$ cat config.mk
export PLATFORM = sky130hd
export DESIGN_NAME = serial_subtractor
export DESIGN_NICKNAME = d
export VERILOG_FILES = /design/src/rtl/serial_subtractor.sv
export SDC_FILE = /design/constraint.sdc
export NUM_CORES = 1
export LEC_CHECK = 0
export ABC_AREA = 1
export CORE_MARGIN = 10
export CORE_UTILIZATION = 45
export CTS_CLUSTER_DIAMETER = 120
export CTS_CLUSTER_SIZE = 30
export DETAILED_ROUTE_END_ITERATION = 8
export DONT_BUFFER_PORTS = 1
export GPL_ROUTABILITY_DRIVEN = 1
export SLEW_MARGIN = 20
export SYNTH_ARGS = -nofsm -noshare
export SYNTH_HDL_FRONTEND = slang
export SYNTH_SLANG_ARGS = --single-unit
$ cat constraint.sdc
create_clock -name clk -period 2.1 [get_ports clk]
set_input_delay 0.42 -clock clk [delete_from_list [all_inputs] [get_ports clk]]
set_output_delay 0.42 -clock clk [all_outputs]
set_load 0.01 [all_outputs]
$ cat src/rtl/serial_subtractor.sv
// rtl/serial_subtractor.sv - bit-serial WIDTH-bit subtractor D = A - B - BIN with borrow-out
// Optional signed-overflow output OVF is built only when SERIAL_SUB_OVF_EN is defined.
module serial_subtractor #(
  parameter int WIDTH = 4
) (
  input  logic             clk,
  input  logic             rst,
  input  logic             start,
  input  logic [WIDTH-1:0] A,
  input  logic [WIDTH-1:0] B,
  input  logic             BIN,
  output logic             busy,
  output logic             done,
`ifdef SERIAL_SUB_OVF_EN
  output logic             OVF,
`endif
  output logic [WIDTH-1:0] D,
  output logic             BOUT
);

  localparam int CW = (WIDTH > 1) ? $clog2(WIDTH) : 1;

  typedef enum logic [1:0] {
    S_IDLE = 2'd0,
    S_RUN  = 2'd1,
    S_DONE = 2'd2
  } state_t;

  state_t           r_state;
  logic             r_busy;
  logic             r_done;
  logic [WIDTH-1:0] r_a_sh;
  logic [WIDTH-1:0] r_b_sh;
  logic [WIDTH-1:0] r_sh;
  logic             r_br;
  logic [CW-1:0]    r_cnt;
  logic [WIDTH-1:0] r_d;
  logic             r_bout;

  logic             w_d;
  logic             w_br_next;
  logic [WIDTH-1:0] w_sh_next;
  logic             w_last;

  // Full-subtractor cell on the current LSBs, plus the result shift-in.
  assign w_d       = r_a_sh[0] ^ r_b_sh[0] ^ r_br;
  assign w_br_next = (~r_a_sh[0] & r_b_sh[0]) | (~(r_a_sh[0] ^ r_b_sh[0]) & r_br);
  assign w_sh_next = {w_d, r_sh[WIDTH-1:1]};
  assign w_last    = (r_cnt == CW'(WIDTH - 1));

`ifdef SERIAL_SUB_OVF_EN
  logic r_a_msb;
  logic r_b_msb;
  logic r_ovf;
  logic w_ovf_next;

  // On the last bit, w_d is the MSB of the difference.
  assign w_ovf_next = (r_a_msb != r_b_msb) && (w_d != r_a_msb);
  assign OVF        = r_ovf;

  // Sign-bit capture at accept and overflow update on the edge entering DONE.
  always_ff @(posedge clk) begin
    if (rst) begin
      r_a_msb <= 1'b0;
      r_b_msb <= 1'b0;
      r_ovf   <= 1'b0;
    end else begin
      if ((r_state != S_RUN) && start) begin
        r_a_msb <= A[WIDTH-1];
        r_b_msb <= B[WIDTH-1];
      end
      if ((r_state == S_RUN) && w_last) begin
        r_ovf <= w_ovf_next;
      end
    end
  end
`endif

  assign busy = r_busy;
  assign done = r_done;
  assign D    = r_d;
  assign BOUT = r_bout;

  // Control FSM and datapath: accept in IDLE/DONE, one bit per cycle in RUN.
  always_ff @(posedge clk) begin
    if (rst) begin
      r_state <= S_IDLE;
      r_busy  <= 1'b0;
      r_done  <= 1'b0;
      r_a_sh  <= '0;
      r_b_sh  <= '0;
      r_sh    <= '0;
      r_br    <= 1'b0;
      r_cnt   <= '0;
      r_d     <= '0;
      r_bout  <= 1'b0;
    end else begin
      r_done <= 1'b0;
      case (r_state)
        S_IDLE, S_DONE: begin
          if (start) begin
            r_a_sh  <= A;
            r_b_sh  <= B;
            r_br    <= BIN;
            r_cnt   <= '0;
            r_state <= S_RUN;
            r_busy  <= 1'b1;
          end else begin
            r_state <= S_IDLE;
            r_busy  <= 1'b0;
          end
        end
        S_RUN: begin
          r_a_sh <= {1'b0, r_a_sh[WIDTH-1:1]};
          r_b_sh <= {1'b0, r_b_sh[WIDTH-1:1]};
          r_sh   <= w_sh_next;
          r_br   <= w_br_next;
          r_cnt  <= r_cnt + 1'b1;
          if (w_last) begin
            r_d     <= w_sh_next;
            r_bout  <= w_br_next;
            r_state <= S_DONE;
            r_busy  <= 1'b0;
            r_done  <= 1'b1;
          end
        end
        default: begin
          r_state <= S_IDLE;
          r_busy  <= 1'b0;
        end
      endcase
    end
  end

endmodule

==> flow_summary.json <==
{
  "fp.dieH_um": 66.33,
  "place_congestion": 0.7818,
  "syn_area_um2": 965.9,
  "grt_use_met1_pct": 11.73,
  "vdd_drop_max_v": 0.0003635,
  "grt_pass1_vias": 696,
  "required_ns": 2.32,
  "gr-total-overflow": 0,
  "post_cts_buffers": 0,
  "start_util_pct": 48.25,
  "p_leak_nw": 0.4256,
  "chipWidth_um": 66.33,
  "fmax_mhz": 756.7,
  "port_buffers": 0,
  "yosysUniqueCellTypes": 19,
  "antenna_found_initial": 0,
  "finalHoldViolCount": 0,
  "final_area_um2": 994.7,
  "rows": 16,
  "final_nets": 138,
  "fp.dieArea_um2": 4400,
  "synth_top_area_share_pct": 47.67,
  "syn_nets": 137,
  "viasPerCell": 4.973,
  "p_per_area_nw_per_um2": 797.2,
  "period_needed_ns": 1.322,
  "yosysTopAreaCell": "dfxtp_1",
  "ys_warn_count": 0,
  "diodes": 0,
  "placed_area_um2": 967.2,
  "crit_path_max_fanout": 9,
  "vias": 746,
  "layout_setup_ws_ns": 0.7784,
  "worstPathArrival_ns": 1.54,
  "postCtsResizedCells": 0,
  "drt.antenna.violating_nets": 0,
  "drive_above_1_share_pct": 8.943,
  "dp_hpwl_um": 1464,
  "routed_wl_um": 1963,
  "clk_latency_ns": 0.32,
  "status": "finished clean",
  "synth_seq_cells": 23,
  "cts-htree-levels": 1,
  "wl_per_cell_um": 13.09,
  "grt.met3_usage_pct": 5.254,
  "relSlewSlack_pct": 73.21,
  "hold_class": "in -> reg",
  "synth_area_leaders": "dfxtp_1 (48%), nor2_1 (8.5%), nand3_1 (7.8%)",
  "cts_root_buffer": "clkbuf_4",
  "fin_worst_skew_ns": 0.005730,
  "cts_made_buffers": 3,
  "first_iter_violations": 36,
  "crit_type": "reg -> reg",
  "grt_max_degree": 16,
  "endpoint_kind": "flop",
  "grt_setup_unrepaired": "false",
  "tightest_slew_ns": 0.4013,
  "startpoint_type": "flop",
  "fin_setup_tns_ns": 0,
  "postSynthAreaPerCell_um2": 7.853,
  "mostFrequentLayoutCell": "dfxtp_1",
  "met2_usage_pct": 12.80,
  "pin_count": 19,
  "dr.pass1.iters": 4,
  "drc": 0,
  "pre_cts_slack_ns": 0.7907,
  "setup_viol": 0,
  "cts_num_sinks": 23,
  "ys_seq_area_share_pct": 47.67,
  "area_growth_pct": 2.979,
  "netlist_instances": 123,
  "drv_cap": 0,
  "core_area_um2": 2002,
  "min_period_over_period_pct": 62.93,
  "slew_viol_final": 0,
  "grt_pass1_wl_um": 3249,
  "fillers": 217,
  "clock_path_buffers": 2,
  "hold_buffers": 0,
  "busiest_layer": "met2",
  "hold_ws_ns": 0.1451,
  "most-common-layout-cells": "dfxtp_1 (23), nor2_1 (22), nand2_1 (18), nand3_1 (15), inv_1 (12)",
  "grt_usage_pct": 9.699,
  "cts_tree": "built",
  "cts.reportedPaths.clkPinSlew_ns": 0.13
}
==> cell type report <==
class,instances,area (um^2),share of cell area [%]
inverters,14,55.05,5.535
clock inverters,1,5.005,0.5031
well taps,27,33.78,3.396
multi-input cells,82,417.9,42.01
flip-flops and latches,23,460.4,46.29
clock buffers,3,22.52,2.264
==> synthesized netlist by cell type, drive strengths merged <==
cell,n
nand3b,1
a21oi,7
dfxtp,23
nor3,6
ha,1
o21ai,5
nand2,21
nor2,23
fa,1
o21a,1
buf,4
inv,14
nand3,16
==> metrics by stage <==
step / instances / total power, mW / util [%]
3_5_place_dp: 146 / 0.5949 / 48.31
5_1_grt: 150 / 0.8360 / 49.69
2_1_floorplan: 123 / 0.5819 / -
6_report: 150 / 0.7930 / 49.69
4_1_cts: 150 / 0.8026 / 49.69
3_3_place_gp: 146 / 0.5928 / 48.31
==> cell families after synthesis <==
kind of cell | count (synthesis) | synth area share [%]
AO/OA/AOI/OAI | 13 | 6.994
adder cells (fa/ha/maj) | 2 | 3.368
buffers and inverters | 18 | 9.067
flip-flops | 23 | 47.67
AND/OR/NAND/NOR | 67 | 32.90
==> layer usage <==
metal | up-vias | part of all wire [%]
met5 | - | 0
met4 | 0 | 2.4
met3 | 5 | 10
met2 | 18 | 40
met1 | 329 | 47
li1 | 394 | -
==> critical path, stage by stage, from the launching register on <==
cell and delay [ns]:
dfxtp_1 0.59, inv_4 0.09, nor2_4 0.20, nand2_1 0.18
nand3_1 0.10, o21ai_0 0.08
==> worst paths after layout <==
kind / startpoint / endpoint / slack, ns / cells after the start
worst max-delay path: r_state[0] / BOUT / 0.78 / 5
worst min-delay path: rst / D[3] / 0.15 / 1
worst max register to register: r_state[0] / BOUT / 0.78 / 5
worst min register to register: r_cnt[0] / r_cnt[0] / 0.47 / 1
==> where the power goes <==
group | leakage [nW] | switching (mW) | internal, mW
clock | 0.0177 | 0.137 | 0.0714
combinational | 0.219 | 0.0615 | 0.0393
sequential | 0.188 | 0.0204 | 0.464
total | 0.426 | 0.219 | 0.574
==> sequential cells by signal, summed over array words and instances (netlist names) <==
| name | flops |
|---|---|
| r_state | 2 |
| busy | 1 |
| D | 4 |
| r_a_sh | 4 |
| done | 1 |
| r_b_sh | 4 |
| BOUT | 1 |
| r_sh | 3 |
| r_br | 1 |
| r_cnt | 2 |
(Power assumes the default switching activity.)
